--- config.mk ---
export PLATFORM = sky130hd
export DESIGN_NAME = scr1_pipe_mprf_wb_arb_flat
export DESIGN_NICKNAME = d
export VERILOG_FILES = /design/src/rtl/scr1_pipe_mprf_wb_arb_if.sv /design/src/rtl/scr1_pipe_mprf_wb_arb.sv /design/src/flat_wrapper.sv
export SDC_FILE = /design/constraint.sdc
export NUM_CORES = 1
export LEC_CHECK = 0
export ABC_AREA = 0
export BUFFER_PORTS_ARGS = -buffer_cell sky130_fd_sc_hd__buf_4
export CORE_MARGIN = 3
export CORE_UTILIZATION = 50
export DETAILED_ROUTE_END_ITERATION = 6
export PLACE_DENSITY = 0.74
export SYNTH_ARGS = -nofsm -noshare
export SYNTH_HDL_FRONTEND = slang
export SYNTH_SLANG_ARGS = --single-unit
--- constraint.sdc ---
create_clock -name clk -period 6 [get_ports clk]
set_input_delay 1.8 -clock clk [delete_from_list [all_inputs] [get_ports clk]]
set_output_delay 1.8 -clock clk [all_outputs]
set_load 0.1 [all_outputs]
--- src/rtl/scr1_pipe_mprf_wb_arb_if.sv ---
// Write-back arbiter bus bundle: EXU/LSU side is master, arbiter is slave.
// SCR1_MPRF_WB_FWD_EN adds the FIFO forwarding outputs; SCR1_RVE_EXT narrows AW.
`ifdef SCR1_RVE_EXT
  `define SCR1_WB_ARB_AW_DFLT 4
`else
  `define SCR1_WB_ARB_AW_DFLT 5
`endif

interface scr1_pipe_mprf_wb_arb_if #(
    parameter int XLEN = 32,
    parameter int AW   = `SCR1_WB_ARB_AW_DFLT
);
    logic            exu_wb_vld;
    logic            exu_wb_rdy;
    logic [AW-1:0]   exu_wb_rd;
    logic [XLEN-1:0] exu_wb_data;
    logic            lsu_issue_vld;
    logic [AW-1:0]   lsu_issue_rd;
    logic            lsu_ret_vld;
    logic            lsu_ret_rdy;
    logic [AW-1:0]   lsu_ret_rd;
    logic [XLEN-1:0] lsu_ret_data;
    logic [AW-1:0]   hz_rs1_addr;
    logic [AW-1:0]   hz_rs2_addr;
    logic            hz_rs1;
    logic            hz_rs2;
    logic            mprf_w_req;
    logic [AW-1:0]   mprf_rd_addr;
    logic [XLEN-1:0] mprf_rd_data;
    logic            sb_busy;
`ifdef SCR1_MPRF_WB_FWD_EN
    logic            fwd_rs1_vld;
    logic [XLEN-1:0] fwd_rs1_data;
    logic            fwd_rs2_vld;
    logic [XLEN-1:0] fwd_rs2_data;
`endif

    modport slave (
        input  exu_wb_vld, exu_wb_rd, exu_wb_data,
        input  lsu_issue_vld, lsu_issue_rd,
        input  lsu_ret_vld, lsu_ret_rd, lsu_ret_data,
        input  hz_rs1_addr, hz_rs2_addr,
        output exu_wb_rdy, lsu_ret_rdy, hz_rs1, hz_rs2,
        output mprf_w_req, mprf_rd_addr, mprf_rd_data, sb_busy
`ifdef SCR1_MPRF_WB_FWD_EN
       ,output fwd_rs1_vld, fwd_rs1_data, fwd_rs2_vld, fwd_rs2_data
`endif
    );

    modport master (
        output exu_wb_vld, exu_wb_rd, exu_wb_data,
        output lsu_issue_vld, lsu_issue_rd,
        output lsu_ret_vld, lsu_ret_rd, lsu_ret_data,
        output hz_rs1_addr, hz_rs2_addr,
        input  exu_wb_rdy, lsu_ret_rdy, hz_rs1, hz_rs2,
        input  mprf_w_req, mprf_rd_addr, mprf_rd_data, sb_busy
`ifdef SCR1_MPRF_WB_FWD_EN
       ,input  fwd_rs1_vld, fwd_rs1_data, fwd_rs2_vld, fwd_rs2_data
`endif
    );
endinterface

--- src/rtl/scr1_pipe_mprf_wb_arb.sv ---
// MPRF write-port arbiter (LSU return FIFO vs EXU) with pending-load scoreboard.
// Optional SCR1_MPRF_WB_FWD_EN forwards buffered load data to hazard queries.
module scr1_pipe_mprf_wb_arb #(
    parameter int XLEN         = 32,
    parameter int AW           = `SCR1_WB_ARB_AW_DFLT,
    parameter int FIFO_DEPTH   = 2,
    parameter int STARVE_LIMIT = 4
) (
    input  logic                    clk,
    input  logic                    rst_n,
    scr1_pipe_mprf_wb_arb_if.slave  io_wb
);
    localparam int AIW  = $clog2(FIFO_DEPTH);
    localparam int PW   = AIW + 1;
    localparam int NREG = 1 << AW;
    localparam int SW   = $clog2(STARVE_LIMIT + 1);

    logic [AW-1:0]   r_fifo_rd   [FIFO_DEPTH];
    logic [XLEN-1:0] r_fifo_data [FIFO_DEPTH];
    logic [PW-1:0]   r_wptr, r_rptr;
    logic [NREG-1:0] r_sb;
    logic [SW-1:0]   r_starve;

    logic [PW-1:0]   w_cnt;
    logic            w_empty, w_full, w_enq, w_waw, w_starved;
    logic            w_gnt_exu, w_gnt_fifo;
    logic [AW-1:0]   w_head_rd;
    logic [XLEN-1:0] w_head_data;
    logic [NREG-1:0] w_sb_set, w_sb_clr;

    assign w_cnt       = r_wptr - r_rptr;
    assign w_empty     = (r_wptr == r_rptr);
    assign w_full      = (w_cnt == PW'(FIFO_DEPTH));
    assign w_enq       = io_wb.lsu_ret_vld & ~w_full;
    assign w_head_rd   = r_fifo_rd[r_rptr[AIW-1:0]];
    assign w_head_data = r_fifo_data[r_rptr[AIW-1:0]];
    assign w_waw       = io_wb.exu_wb_vld & r_sb[io_wb.exu_wb_rd];
    assign w_starved   = (r_starve == SW'(STARVE_LIMIT));

    // rst_n gates the grants so nothing reaches the MPRF while reset is held
    assign w_gnt_exu  = rst_n & io_wb.exu_wb_vld & ~w_waw & (w_empty | w_starved);
    assign w_gnt_fifo = rst_n & ~w_empty & ~w_gnt_exu;

    assign io_wb.exu_wb_rdy  = w_gnt_exu;
    assign io_wb.lsu_ret_rdy = ~w_full;
    assign io_wb.sb_busy     = (|r_sb) | ~w_empty;

    always_comb begin
        io_wb.mprf_w_req   = 1'b0;
        io_wb.mprf_rd_addr = '0;
        io_wb.mprf_rd_data = '0;
        if (w_gnt_fifo) begin
            io_wb.mprf_w_req   = |w_head_rd;
            io_wb.mprf_rd_addr = w_head_rd;
            io_wb.mprf_rd_data = w_head_data;
        end else if (w_gnt_exu) begin
            io_wb.mprf_w_req   = |io_wb.exu_wb_rd;
            io_wb.mprf_rd_addr = io_wb.exu_wb_rd;
            io_wb.mprf_rd_data = io_wb.exu_wb_data;
        end
    end

    always_ff @(posedge clk) begin
        if (w_enq) begin
            r_fifo_rd[r_wptr[AIW-1:0]]   <= io_wb.lsu_ret_rd;
            r_fifo_data[r_wptr[AIW-1:0]] <= io_wb.lsu_ret_data;
        end
    end

    always_ff @(posedge clk or negedge rst_n) begin
        if (!rst_n) begin
            r_wptr <= '0;
            r_rptr <= '0;
        end else begin
            if (w_enq)      r_wptr <= r_wptr + PW'(1);
            if (w_gnt_fifo) r_rptr <= r_rptr + PW'(1);
        end
    end

    // set after clear so a same-cycle re-issue keeps the bit; bit 0 never held
    assign w_sb_clr = w_gnt_fifo          ? (NREG'(1) << w_head_rd)          : '0;
    assign w_sb_set = io_wb.lsu_issue_vld ? (NREG'(1) << io_wb.lsu_issue_rd) : '0;

    always_ff @(posedge clk or negedge rst_n) begin
        if (!rst_n) r_sb <= '0;
        else        r_sb <= ((r_sb & ~w_sb_clr) | w_sb_set) & ~NREG'(1);
    end

    always_ff @(posedge clk or negedge rst_n) begin
        if (!rst_n)                                     r_starve <= '0;
        else if (!io_wb.exu_wb_vld || w_gnt_exu)        r_starve <= '0;
        else if (w_gnt_fifo && !w_waw && !w_starved)    r_starve <= r_starve + SW'(1);
    end

`ifdef SCR1_MPRF_WB_FWD_EN
    logic            w_fwd1_vld, w_fwd2_vld;
    logic [XLEN-1:0] w_fwd1_data, w_fwd2_data;

    // scan oldest to youngest so the youngest matching entry wins
    always_comb begin
        logic [AIW-1:0] idx;
        idx         = '0;
        w_fwd1_vld  = 1'b0;
        w_fwd1_data = '0;
        w_fwd2_vld  = 1'b0;
        w_fwd2_data = '0;
        for (int i = 0; i < FIFO_DEPTH; i++) begin
            idx = r_rptr[AIW-1:0] + AIW'(i);
            if (PW'(i) < w_cnt) begin
                if (|io_wb.hz_rs1_addr && r_fifo_rd[idx] == io_wb.hz_rs1_addr) begin
                    w_fwd1_vld  = 1'b1;
                    w_fwd1_data = r_fifo_data[idx];
                end
                if (|io_wb.hz_rs2_addr && r_fifo_rd[idx] == io_wb.hz_rs2_addr) begin
                    w_fwd2_vld  = 1'b1;
                    w_fwd2_data = r_fifo_data[idx];
                end
            end
        end
    end

    assign io_wb.fwd_rs1_vld  = w_fwd1_vld;
    assign io_wb.fwd_rs1_data = w_fwd1_data;
    assign io_wb.fwd_rs2_vld  = w_fwd2_vld;
    assign io_wb.fwd_rs2_data = w_fwd2_data;
    assign io_wb.hz_rs1 = r_sb[io_wb.hz_rs1_addr] & ~w_fwd1_vld;
    assign io_wb.hz_rs2 = r_sb[io_wb.hz_rs2_addr] & ~w_fwd2_vld;
`else
    assign io_wb.hz_rs1 = r_sb[io_wb.hz_rs1_addr];
    assign io_wb.hz_rs2 = r_sb[io_wb.hz_rs2_addr];
`endif
endmodule
--- src/flat_wrapper.sv ---
// flat-port wrapper written by rule: the top's interface ports become plain ports
module scr1_pipe_mprf_wb_arb_flat 
#(
    parameter int XLEN         = 32,
    parameter int AW           = `SCR1_WB_ARB_AW_DFLT,
    parameter int FIFO_DEPTH   = 2,
    parameter int STARVE_LIMIT = 4
)
  (clk, rst_n, io_wb_exu_wb_vld, io_wb_exu_wb_rd, io_wb_exu_wb_data, io_wb_lsu_issue_vld, io_wb_lsu_issue_rd, io_wb_lsu_ret_vld, io_wb_lsu_ret_rd, io_wb_lsu_ret_data, io_wb_hz_rs1_addr, io_wb_hz_rs2_addr, io_wb_exu_wb_rdy, io_wb_lsu_ret_rdy, io_wb_hz_rs1, io_wb_hz_rs2, io_wb_mprf_w_req, io_wb_mprf_rd_addr, io_wb_mprf_rd_data, io_wb_sb_busy);
  scr1_pipe_mprf_wb_arb_if #(.XLEN(XLEN), .AW(AW)) io_wb_i ();
  input  logic clk;
  input  logic rst_n;
  input wire logic [$bits(io_wb_i.exu_wb_vld)-1:0] io_wb_exu_wb_vld;
  input wire logic [$bits(io_wb_i.exu_wb_rd)-1:0] io_wb_exu_wb_rd;
  input wire logic [$bits(io_wb_i.exu_wb_data)-1:0] io_wb_exu_wb_data;
  input wire logic [$bits(io_wb_i.lsu_issue_vld)-1:0] io_wb_lsu_issue_vld;
  input wire logic [$bits(io_wb_i.lsu_issue_rd)-1:0] io_wb_lsu_issue_rd;
  input wire logic [$bits(io_wb_i.lsu_ret_vld)-1:0] io_wb_lsu_ret_vld;
  input wire logic [$bits(io_wb_i.lsu_ret_rd)-1:0] io_wb_lsu_ret_rd;
  input wire logic [$bits(io_wb_i.lsu_ret_data)-1:0] io_wb_lsu_ret_data;
  input wire logic [$bits(io_wb_i.hz_rs1_addr)-1:0] io_wb_hz_rs1_addr;
  input wire logic [$bits(io_wb_i.hz_rs2_addr)-1:0] io_wb_hz_rs2_addr;
  output wire logic [$bits(io_wb_i.exu_wb_rdy)-1:0] io_wb_exu_wb_rdy;
  output wire logic [$bits(io_wb_i.lsu_ret_rdy)-1:0] io_wb_lsu_ret_rdy;
  output wire logic [$bits(io_wb_i.hz_rs1)-1:0] io_wb_hz_rs1;
  output wire logic [$bits(io_wb_i.hz_rs2)-1:0] io_wb_hz_rs2;
  output wire logic [$bits(io_wb_i.mprf_w_req)-1:0] io_wb_mprf_w_req;
  output wire logic [$bits(io_wb_i.mprf_rd_addr)-1:0] io_wb_mprf_rd_addr;
  output wire logic [$bits(io_wb_i.mprf_rd_data)-1:0] io_wb_mprf_rd_data;
  output wire logic [$bits(io_wb_i.sb_busy)-1:0] io_wb_sb_busy;
  assign io_wb_i.exu_wb_vld = io_wb_exu_wb_vld;
  assign io_wb_i.exu_wb_rd = io_wb_exu_wb_rd;
  assign io_wb_i.exu_wb_data = io_wb_exu_wb_data;
  assign io_wb_i.lsu_issue_vld = io_wb_lsu_issue_vld;
  assign io_wb_i.lsu_issue_rd = io_wb_lsu_issue_rd;
  assign io_wb_i.lsu_ret_vld = io_wb_lsu_ret_vld;
  assign io_wb_i.lsu_ret_rd = io_wb_lsu_ret_rd;
  assign io_wb_i.lsu_ret_data = io_wb_lsu_ret_data;
  assign io_wb_i.hz_rs1_addr = io_wb_hz_rs1_addr;
  assign io_wb_i.hz_rs2_addr = io_wb_hz_rs2_addr;
  assign io_wb_exu_wb_rdy = io_wb_i.exu_wb_rdy;
  assign io_wb_lsu_ret_rdy = io_wb_i.lsu_ret_rdy;
  assign io_wb_hz_rs1 = io_wb_i.hz_rs1;
  assign io_wb_hz_rs2 = io_wb_i.hz_rs2;
  assign io_wb_mprf_w_req = io_wb_i.mprf_w_req;
  assign io_wb_mprf_rd_addr = io_wb_i.mprf_rd_addr;
  assign io_wb_mprf_rd_data = io_wb_i.mprf_rd_data;
  assign io_wb_sb_busy = io_wb_i.sb_busy;
  scr1_pipe_mprf_wb_arb #(.XLEN(XLEN), .AW(AW), .FIFO_DEPTH(FIFO_DEPTH), .STARVE_LIMIT(STARVE_LIMIT)) u_core (.clk(clk), .rst_n(rst_n), .io_wb(io_wb_i));
endmodule
Word level (Yosys, flattened, before mapping). Memories as Yosys holds them, arrays and structs flattened. Cells that the tools add are included.

Bitwise operators: 16. Reduce and logical (&&, ||, !) cells: 10. Equal/unequal tests: 3. Shift operators: 2. $lt $le $gt $ge: 3. $add $sub $neg: 4. Mux-type cells: 18.

Operators by type and width (count): 32-bit two-way mux (4); 1-bit by 5-bit left shift with 32-bit output, first input constant (2); 32-bit AND (1); 32-bit inverter (1); 32-bit OR (1); 31-bit OR reduction (1); 5-bit by 6-bit < comparator with 1-bit output, second input constant (3); 1-bit binary-select mux with 5-bit select (3); 5-bit two-way mux (2); 5-bit OR reduction (2); 1-bit AND (7); 1-bit two-way mux (7); 3-bit two-way mux (2); 2-bit by 1-bit adder with 2-bit output, second input constant (2); 1-bit inverter (4); 3-bit by 1-bit adder with 3-bit output, second input constant (1); 3-bit == test, second input constant (1); 1-bit logical NOT (3); 2-bit == test (1); 2-bit == test, second input constant (1); 1-bit logical AND (2); 1-bit OR (2); 2-bit nonzero test (1); 2-bit subtractor (1); 1-bit logical OR (1).

Output and inout bits: 43. Word-level logic and storage cells: 62. Memories kept: 2. Flip-flop bits (word level): 38. Memory bits (writable): 74.

Memories: u_core.r_fifo_data (words 2, bits a word 32, rd ports 1, clocked after Yosys merged registers in 0, write ports 1, RTL line scr1_pipe_mprf_wb_arb.sv:19) `logic [XLEN-1:0] r_fifo_data [FIFO_DEPTH];`; u_core.r_fifo_rd (words 2, bits a word 5, rd ports 1, clocked after Yosys merged registers in 0, write ports 1, RTL line scr1_pipe_mprf_wb_arb.sv:18) `logic [AW-1:0] r_fifo_rd [FIFO_DEPTH];`.

Longest topological paths before layout. Gate-level depths: netlist of the first run.

Depth after elaboration: 12. Depth in mapped cells: 8. Mapped depth without buffers: 7.

Worst setup path after synthesis of the first run. OpenSTA, ideal clock, no wires.

Path kind: input -> output. Start point: input io_wb_exu_wb_rd[0]. End point: output io_wb_mprf_w_req. Data required time: 4.200 ns. Cell stages on the path: 8. Data arrival time: 5.264 ns. Path slack: -1.064 ns. Path through: clkbuf_1 mux4_2 nor2_1 o32a_2 nand4_4 buf_6 inv_2 mux2i_1.

Longest elaborated chain between the ends: 9. Elaborated cells on any way between the ends: 11. Those cells by class: mux (4); bitwise (6); reduce/logical (1).

Ends and longest elaborated chain: from (decl) (RTL line flat_wrapper.sv:14) `input wire logic [$bits(io_wb_i.exu_wb_rd)-1:0] io_wb_exu_wb_rd;`; 1-bit binary-select mux with 5-bit select * (RTL line scr1_pipe_mprf_wb_arb.sv:37) `assign w_waw = io_wb.exu_wb_vld & r_sb[io_wb.exu_wb_rd];`; 1-bit two-way mux (implied by the code) * (RTL line scr1_pipe_mprf_wb_arb.sv:37); 1-bit AND * (RTL line scr1_pipe_mprf_wb_arb.sv:37); 1-bit inverter * (RTL line scr1_pipe_mprf_wb_arb.sv:41) `assign w_gnt_exu = rst_n & io_wb.exu_wb_vld & ~w_waw & (w_empty | w_starved);`; 1-bit AND * (2 in series) (RTL line scr1_pipe_mprf_wb_arb.sv:41); net io_wb_exu_wb_rdy (RTL line flat_wrapper.sv:23) `output wire logic [$bits(io_wb_i.exu_wb_rdy)-1:0] io_wb_exu_wb_rdy;`; 1-bit inverter (RTL line scr1_pipe_mprf_wb_arb.sv:42) `assign w_gnt_fifo = rst_n & ~w_empty & ~w_gnt_exu;`; 1-bit AND (RTL line scr1_pipe_mprf_wb_arb.sv:42); 1-bit two-way mux * (RTL line scr1_pipe_mprf_wb_arb.sv:52) `if (w_gnt_fifo) begin`; to (decl) (RTL line flat_wrapper.sv:27) `output wire logic [$bits(io_wb_i.mprf_w_req)-1:0] io_wb_mprf_w_req;`.

Mark *: on every way through the listed nets, which the timed path passes. The rest lies on a longest branch. The select of a mux whose other input is x is not followed.

Worst setup path after layout of the first run.
Start point: input io_wb_exu_wb_rd[1]. End point: output io_wb_mprf_rd_data[24].

Longest elaborated chain between the ends: 9. Elaborated cells on any way between the ends: 10. Those cells by class: mux (4); bitwise (6).

Ends and longest elaborated chain: 1-bit binary-select mux with 5-bit select * (RTL line scr1_pipe_mprf_wb_arb.sv:37); 1-bit two-way mux (implied by the code) * (RTL line scr1_pipe_mprf_wb_arb.sv:37); 1-bit AND * (RTL line scr1_pipe_mprf_wb_arb.sv:37); 1-bit inverter * (RTL line scr1_pipe_mprf_wb_arb.sv:41); 1-bit AND * (2 in series) (RTL line scr1_pipe_mprf_wb_arb.sv:41); 1-bit inverter (RTL line scr1_pipe_mprf_wb_arb.sv:42); 1-bit AND (RTL line scr1_pipe_mprf_wb_arb.sv:42); 32-bit two-way mux * (RTL line scr1_pipe_mprf_wb_arb.sv:52); to (decl) (RTL line flat_wrapper.sv:29) `output wire logic [$bits(io_wb_i.mprf_rd_data)-1:0] io_wb_mprf_rd_data;`.

Every way passes the cells marked *; elsewhere a longest branch is shown, timed or not. The select of a mux whose other input is x is not followed.

==> metrics, run 1 <==
Mapped Cells around 540; initial drt markers 396; nets ~770; FF-to-FF setup slack 3540 ps; hold endpoint u_core.r_wptr[1]; CP top delay family buffers and inverters; status finished, final reports clean; Final Max Slew Viols 0; distinct cell type count of the synthesized netlist 50; vias post-DR about 5000; area of the core about 12000 sq um; max incr delay on CP about 350 ps; crit end category output port; Placement Setup Slack between 150 and 200 ps; achievable frequency roughly 0.17 GHz; post-DP HPWL around 12000 microns; Synth Area per Inst between 10 and 15 sq um; CTS H-tree depth 3; PnR worst setup slack about 140 ps; FF+latch area roughly 3200 sq um; post-synthesis sequential area ratio 0.511; CP arrival 4060 ps; Setup TNS 0 ps; synthesized area between 6000 and 7000 sq um; Port Buffers between 100 and 150; WP buf/inv 3; CTS Hold Bufs 0; Slew headroom 0.265; Die ar. 13800 sq um; Crit-path slowest cell mux2_1; critical path peak fanout 28; Die W 117 microns; Critical Path RT 4200 ps; CTS root buf clkbuf_16; Final min period roughly 6000 ps; non-filler instance count after layout approximately 850; # Post-CTS Setup Buffers 0; final setup fails 0; reg2reg path depth 7; Rows 40; hold path depth 1; Via density roughly 5.9; initial antenna violation count 0; pwr dens approximately 600 nW/um^2; drt wl/cell 19.1 microns; syn_nets 638; first-pass GRT wire length about 26000 microns; Post-synth ARST share 0.339; Worst Hold Class register to register; IO Pins ~140; Routed Antenna Nets 0; number of global-route vias before repair around 5000; Reg-to-Reg Start u_core.r_sb[20]; Area Growth Syn to Fin 24.3%; Initial Utilization 0.515; placed cells slightly above 800; GR Util All Layers 0.233; Die Y ~120 microns; worst slew pin tran 1100 ps; Clk pin slew, worst setup/hold paths about 70 ps; Routed WL 16100 microns; Max Cap Viol 0; number of enable flip-flop cells after synthesis 74; maximum buffer depth of the clock tree 2; Final Hold Fails 0; Yosys reg bits approximately 110; n_diodes 0; clock sinks between 100 and 150; routability cong. 1.03; crit path kind primary input to output port; unrepaired setup endpoints after global routing false; fin crit share 0.977; Max VDD drop ~0.00053 V; CTS tree built; Fill cells approximately 950; Multi-input gate area approximately 2900 sq um; drt drc 0; largest net degree at the start of global routing 39; Worst Skew about 11 ps; Startpoint Class primary input; top_reg_cell synth edfxtp_1; drt first pass iters 5; Lkg Pwr 3.13 nW; Total Power ~4.7 mW; CTS buffer count 9; layout cells sized above 1 0.297; worst path cell trace buf_4 -> mux2_1 -> a221oi_1 -> o32a_2 -> nand4_4 -> buf_12 -> mux2_1 -> buf_4; post-CTS resize count 0; worst skew pair latency ~350 ps; Remaining Overflow, GRT 0; R2R Path End u_core.r_sb[16]; Yosys warning count 0; Hold Crit Start u_core.r_wptr[1]
==> report_power, final <==
group,switching (mW),internal (mW),total [mW]
logic,1.91,0.769,2.68
registers,0.271,1.13,1.40
clock network,0.284,0.291,0.575
==> routing by layer <==
metal	routed length, microns	up-vias	track usage
li1	-	2284	-
met4	392	0	0.0931
met3	1360	47	0.0487
met1	6510	2396	0.307
met2	7840	244	0.381
met5	0	-	0
==> cell type report <==
class | instances | share of cell area
flip-flops and latches | 112 | 0.411
multi-input cells | 393 | 0.375
repair buffers | 146 | 0.144
clock buffers | 9 | 0.0292
well taps | 168 | 0.0272
clock inverters | 7 | 0.00827
inverters | 10 | 0.00519
==> registers in the layout (all words and copies together), names as in the netlist <==
| name | cells |
|---|---|
| u_core.r_sb | 31 |
| u_core.r_starve | 3 |
| u_core.r_wptr | 2 |
| u_core.r_fifo_rd | 10 |
| u_core.r_rptr | 2 |
| u_core.r_fifo_data | 64 |
==> kinds of logic after synthesis <==
| logic type | Yosys count | synth area share |
|---|---|---|
| adders and majority gates | 2 | 0.00403 |
| DFF | 112 | 0.511 |
| muxes | 107 | 0.224 |
| xor gates and xnor gates | 6 | 0.00846 |
| and+or+nand+nor | 211 | 0.156 |
| AOI/OAI and AO/OA | 67 | 0.0689 |
| buffers and inverters | 37 | 0.0284 |
==> cells in the mapped netlist (2+ instances only) <==
master       n  area share
nand2_1     25       0.015
a211oi_1     2      0.0024
inv_1        9      0.0054
nor2_1     107       0.065
nor2b_1      6      0.0060
o2bb2ai_1    2      0.0028
xor2_1       3      0.0042
mux2_2       8       0.015
ha_1         2      0.0040
and3_1       3      0.0030
nor4_1      16       0.016
mux2i_1     42       0.068
nand4_1      6      0.0060
a22oi_1      3      0.0036
mux4_2      21       0.076
a32o_1       2      0.0032
o21ai_0      4      0.0032
nand2b_1     9      0.0091
buf_2        6      0.0048
nand3_1      5      0.0040
and2_1       4      0.0040
dfrtp_1     38        0.15
mux2_1      36       0.065
buf_1        4      0.0024
buf_6        4      0.0073
o2111ai_1    3      0.0042
edfxtp_1    74        0.36
a21oi_1     36       0.029
nor3_1      27       0.022
clkbuf_1    13      0.0079
xnor2_1      3      0.0042
==> how the worst max path moves through the flow <==
stage	slack (ps)	cells after the start	to	start
2_1_floorplan	-40	8	io_wb_mprf_w_req	io_wb_exu_wb_rd[0]
5_1_grt	30	8	io_wb_mprf_rd_addr[0]	io_wb_exu_wb_rd[1]
4_1_cts	160	8	io_wb_mprf_rd_data[24]	io_wb_exu_wb_rd[1]
3_5_place_dp	170	8	io_wb_mprf_rd_addr[0]	io_wb_exu_wb_rd[1]
6_report	140	8	io_wb_mprf_rd_data[24]	io_wb_exu_wb_rd[1]
3_3_place_gp	230	7	io_wb_mprf_rd_data[2]	io_wb_exu_wb_rd[1]
==> cells in the final DEF, fill, tap and decap left out, types with 16 or more instances in the layout <==
| cell | synthesis | final |
|---|---|---|
| mux2i_1 | 42 | 40 |
| nor3_1 | 27 | 27 |
| dfrtp_1 | 38 | 37 |
| edfxtp_1 | 74 | 74 |
| buf_4 | 0 | 145 |
| mux2_1 | 36 | 36 |
| a21oi_1 | 36 | 36 |
| nor2_1 | 107 | 106 |
| mux4_2 | 21 | 21 |
| nand2_1 | 25 | 25 |
| nor4_1 | 16 | 16 |
==> through the flow <==
step,hold WS (ps),utilization,area [sq um]
floorplan,498,-,6240
global placement,519,0.616,7430
detailed placement,518,0.616,7430
CTS,531,0.640,7720
global route,585,0.640,7720
finish,532,0.640,7720
Power figures use the tool's default switching activity.
==> run 2, diff against run 1 <==
Settings changed: CTS_BUF_LIST set to sky130_fd_sc_hd__clkbuf_4 sky130_fd_sc_hd__clkbuf_8.
==> run 2 against run 1 <==
- global-route usage fell by 0.11 points
- cell area fell by 1.3%
- clock-buffer cell count did not move
- worst hold slack improved by 6.0 ps
- sequential share of layout area rose by 0.55 points
- register-to-register slack barely moved
- largest power group unchanged
- critical path type unchanged
- combinational power barely moved
- non-clock buffer count did not move
- flip-flop and latch count did not move
- clock power fell by 25%
==> metrics, run 2 (synthesized netlist as in run 1, its figures left out) <==
Startpoint Class primary input; Max VDD drop ~0.00054 V; fin crit share 0.976; Multi-input gate area around 2900 sq um; Slew headroom 0.263; pwr dens ~600 nW/um^2; drt first pass iters 5; Placement Setup Slack 166 ps; CTS Hold Bufs 0; Global Route met3 Usage 0.0530; Worst Hold Class register to register; largest net degree at the start of global routing 39; GR Util All Layers 0.232; Setup TNS 0 ps; Final Hold Fails 0; drt drc 0; unrepaired setup endpoints after global routing false; PnR worst setup slack 146 ps; combinational share of power 0.593; layout cells sized above 1 0.297; Total Power between 4 and 5 mW; Die Y 117 microns; GR Util met2 0.386; vias post-DR between 4000 and 5000; # Post-CTS Setup Buffers 0; status finished, final reports clean; CP top delay family buffers and inverters; Routed WL approximately 16000 microns; Port Buffers 136; most common cell after layout, fill and taps aside buf_4; FF+latch area between 3000 and 4000 sq um; Worst Skew about 15 ps; achievable frequency between 0.15 and 0.2 GHz; Via density 5.84; Remaining Overflow, GRT 0; Final min period 5850 ps; layer carrying the most global-route usage met2; grt met1 use 0.307; Sequential Power Share 0.312; Routed Antenna Nets 0; first-pass GRT wire length about 26000 microns; initial antenna violation count 0; nets approximately 770; Hold WS roughly 540 ps; initial drt markers 403; Lkg Pwr about 3.1 nW; worst slew pin tran ~1100 ps; post-DP HPWL ~12000 microns; critical path peak fanout 28; maximum buffer depth of the clock tree 2; area of the core approximately 12000 sq um; Critical Path RT roughly 4200 ps; Rows 40; CTS buffer count 9; CTS root buf clkbuf_8; Die W 117 microns; n_diodes 0; Net Sw Power approximately 2.5 mW; IO Pins 137; leading cell types in the layout, fill and taps excluded buf_4, nor2_1, edfxtp_1; clock power share 0.095; Sw Ratio 0.544; drt wl/cell 18.9 microns; crit end category output port; number of global-route vias before repair roughly 5000; max reg flops 64; WP buf/inv 3; final setup fails 0; Initial Utilization 0.515; CP arrival between 4000 and 5000 ps; clock sinks 112; Max Cap Viol 0; worst path cell trace buf_4 -> mux2_1 -> a221oi_1 -> o32a_2 -> nand4_4 -> buf_12 -> mux2_1 -> buf_4; post-layout util 0.632; Die ar. between 10000 and 15000 sq um; CTS H-tree depth 3; Crit-path slowest cell mux2_1; Fill cells 957; crit path kind primary input to output port; routability cong. a little over 1; CTS tree built; Clk pin slew, worst setup/hold paths ~100 ps; worst skew pair latency around 380 ps; Final Max Slew Viols 0; post-CTS resize count 0; Pint just over 2 mW; Area Growth Syn to Fin 22.7%; max incr delay on CP ~340 ps
run 2: final cells by class:
type,count,share of cell area
clock inverters,7,0.00838
clock buffers,9,0.0163
well taps,168,0.0276
repair buffers,146,0.146
flip-flops and latches,112,0.417
multi-input cells,393,0.380
inverters,10,0.00526
run 2: power by group through the flow:
| stage | Sequential, mW | Clock [mW] | Combinational (mW) |
|---|---|---|---|
| floorplan | 1.29 | 0 | 2.15 |
| global placement | 1.39 | 0 | 2.64 |
| detailed placement | 1.41 | 0 | 2.68 |
| CTS | 1.39 | 0.439 | 2.69 |
| global route | 1.43 | 0.477 | 2.83 |
| finish | 1.41 | 0.429 | 2.68 |
run 2: per-layer routing:
metal  wire, microns  part of all wire
met1            6540              0.41
met2            7900              0.49
met3            1340             0.084
met4             194             0.012
met5               0                 0
run 2: path summary, 6_finish.rpt:
path	end	slack, ps	depth (start not counted)	start
max in group asynchronous	u_core.r_sb[28]	4100	2	rst_n
setup reg to reg	u_core.r_sb[16]	3540	7	u_core.r_sb[3]
setup / recovery	io_wb_mprf_rd_data[24]	150	8	io_wb_exu_wb_rd[1]
min in group asynchronous	u_core.r_wptr[0]	1250	1	rst_n
hold reg to reg	u_core.r_wptr[1]	540	1	u_core.r_wptr[1]
hold / removal	u_core.r_wptr[1]	540	1	u_core.r_wptr[1]
run 2: worst register-to-register path: cells and delay by family, from the launching register on:
kind            cells  cell delay [ps]
buf+inv             2              520
compound gates      3              780
mux                 1              330
flops               1              480
simple gates        1              260
run 2: metrics by stage:
step | instance area, sq um | std cells
after detailed placement | 7430 | 829
after global placement | 7430 | 829
after global routing | 7620 | 845
after floorplan | 6240 | 542
after CTS | 7620 | 845
final | 7620 | 845
==> run 3, diff against run 2 <==
--- a/config.mk
+++ b/config.mk
@@ -12,4 +12,6 @@
 export CTS_BUF_LIST = sky130_fd_sc_hd__clkbuf_4 sky130_fd_sc_hd__clkbuf_8
 export DETAILED_ROUTE_END_ITERATION = 6
+export GPL_ROUTABILITY_DRIVEN = 0
+export GPL_TIMING_DRIVEN = 0
 export PLACE_DENSITY = 0.74
 export SYNTH_ARGS = -nofsm -noshare
==> constraint.sdc (replaced) <==
create_clock -name clk -period 6 [get_ports clk]
set_input_delay 0 -clock clk [delete_from_list [all_inputs] [get_ports clk]]
set_output_delay 0 -clock clk [all_outputs]
set_load 0.1 [all_outputs]
==> run 3 against run 2 <==
- routed wire length is 3.7% higher
- flip-flop and latch count did not move
- register-to-register slack got worse by 90 ps
- via count rose by 5.0%
- maximum frequency up 91%
- worst hold slack lost 440 ps
- combinational power up 2%
- cell count rose by 6.3%
- die area unchanged
- global-route usage increased by 0.54 points
- highest routed layer unchanged
==> metrics, run 3 (synthesized netlist as in run 1, its figures left out) <==
Die W about 120 microns; drt drc 0; final setup fails 0; Area Growth Syn to Fin 29.4%; Hold Crit Start io_wb_lsu_issue_rd[3]; Final min period roughly 3100 ps; Total Power about 4.6 mW; IO Pins between 100 and 150; max reg flops 64; Setup TNS 0 ps; drt first pass iters 5; n_diodes 0; CP top delay family multiplexers; Rows 40; PnR worst setup slack 2930 ps; Worst Skew ~10 ps; initial antenna violation count 0; unrepaired setup endpoints after global routing false; Fill cells ~900; vias post-DR between 5000 and 6000; critical path peak fanout 10; most common cell after layout, fill and taps aside buf_4; Placement Setup Slack 3400 ps; layout cells sized above 1 0.264; combinational share of power 0.600; number of global-route vias before repair ~5200; Final Hold Fails 0; max incr delay on CP around 520 ps; Remaining Overflow, GRT 0; first-pass GRT wire length approximately 27000 microns; crit end category output port; Via density 5.78; worst path cell trace mux4_2 -> o2111ai_1 -> nand4_4 -> buf_6 -> mux2_1 -> buf_4; Max VDD drop around 0.0005 V; FF-to-FF setup slack 3450 ps; GR Util All Layers 0.238; FF+latch area around 3200 sq um; area of the core about 12000 sq um; pwr dens roughly 570 nW/um^2; CTS root buf clkbuf_8; largest net degree at the start of global routing 43; maximum buffer depth of the clock tree 2; Max Cap Viol 0; Slew headroom 0.353; Port Buffers between 100 and 150; fin crit share 0.511; Critical Path RT around 6000 ps; crit path kind register to output port; Routed Antenna Nets 0; Die Y between 100 and 150 microns; WP buf/inv 2; hold path depth 6; CTS H-tree depth 3; Worst Hold Class primary input to register; Pint 2.11 mW; drt wl/cell about 18 microns; reg2reg path depth 6; CP arrival between 3000 and 4000 ps; Reg-to-Reg Start u_core.r_sb[13]; Lkg Pwr 3.25 nW; worst skew pair latency ~380 ps; clock power share 0.102; Startpoint Class register; Final Max Slew Viols 0; CTS buffer count 9; Routed WL about 17000 microns; Initial Utilization 0.515; Clk pin slew, worst setup/hold paths 110 ps; Sw Ratio 0.537; achievable frequency about 0.33 GHz; leading cell types in the layout, fill and taps excluded buf_4, nor2_1, edfxtp_1; post-DP HPWL about 12000 microns; status finished, final reports clean; Crit-path slowest cell o2111ai_1; Sequential Power Share 0.298; nets between 800 and 900; Die ar. roughly 14000 sq um; worst slew pin tran roughly 970 ps; Net Sw Power 2.45 mW; CTS tree built; R2R Path End u_core.r_sb[14]; hold endpoint u_core.r_sb[5]; Multi-input gate area 2870 sq um; clock sinks approximately 110; initial drt markers between 300 and 400
[run 3: cell count changes in the layout (fill, tap and decap cells not counted), sizes merged]
cell,before,now
dlygate4sd3,0,40
bufinv,0,1
clkinv,3,1
clkbuf,9,22
clkinvlp,1,2
[run 3: what timing repair did]
item / in CTS / in global routing
endpoints found under the hold margin: 116 / 0
setup buffers: 0 / 0
resized for setup: 0 / 0
hold buffers: 40 / 0
[run 3: power groups by stage]
stage	Clock, mW	Combinational, mW	Sequential (mW)
6_report	0.466	2.74	1.36
5_1_grt	0.503	2.88	1.39
4_1_cts	0.472	2.73	1.35
3_5_place_dp	0	2.70	1.36
3_3_place_gp	0	2.65	1.35
2_1_floorplan	0	2.13	1.29
[run 3: final cells by class]
class	instances	share of cell area
inverter	10	0.00467
sequential	112	0.395
buffer	27	0.0173
tap	168	0.0262
multi-input combinational	393	0.357
clock inverter	7	0.00950
clock buffer	9	0.0154
timing repair buffer	172	0.175
[run 3: through the flow]
step,hold WS [ps],std cells,instance area (sq um),util
after floorplan,-296,542,6210,-
after global placement,4.38,841,7400,0.614
after detailed placement,11.5,842,7430,0.616
after CTS,73.8,898,8030,0.666
after global routing,126,898,8030,0.666
final,93.3,898,8030,0.666
[run 3: how the worst max path moves through the flow]
stage,startpoint,endpoint,slack [ps],cells after the start
floorplan,u_core.r_sb[15],io_wb_mprf_w_req,2280,6
global placement,u_core.r_rptr[0],u_core.r_fifo_data[0][9],2200,5
detailed placement,u_core.r_sb[13],io_wb_mprf_rd_data[18],3400,6
CTS,u_core.r_sb[13],io_wb_mprf_rd_data[18],2980,6
global route,u_core.r_sb[15],io_wb_mprf_rd_data[24],2860,6
finish,u_core.r_sb[13],io_wb_mprf_rd_data[21],2930,6
[run 3: per-layer routing]
layer  vias to the layer above  wire length [microns]  GRT usage
met1                      2488                   6720      0.312
met2                       277                   8200      0.401
li1                       2391                      -          -
met5                         -                      0          0
met3                        32                   1310     0.0415
met4                         0                    328     0.0836
[run 3: worst reg2reg max path: stages (launching register included)]
cell	delay [ps]
dfrtp_1	470
mux4_2	510
o2111ai_1	520
nand4_4	340
buf_6	250
buf_2	190
a21oi_1	170
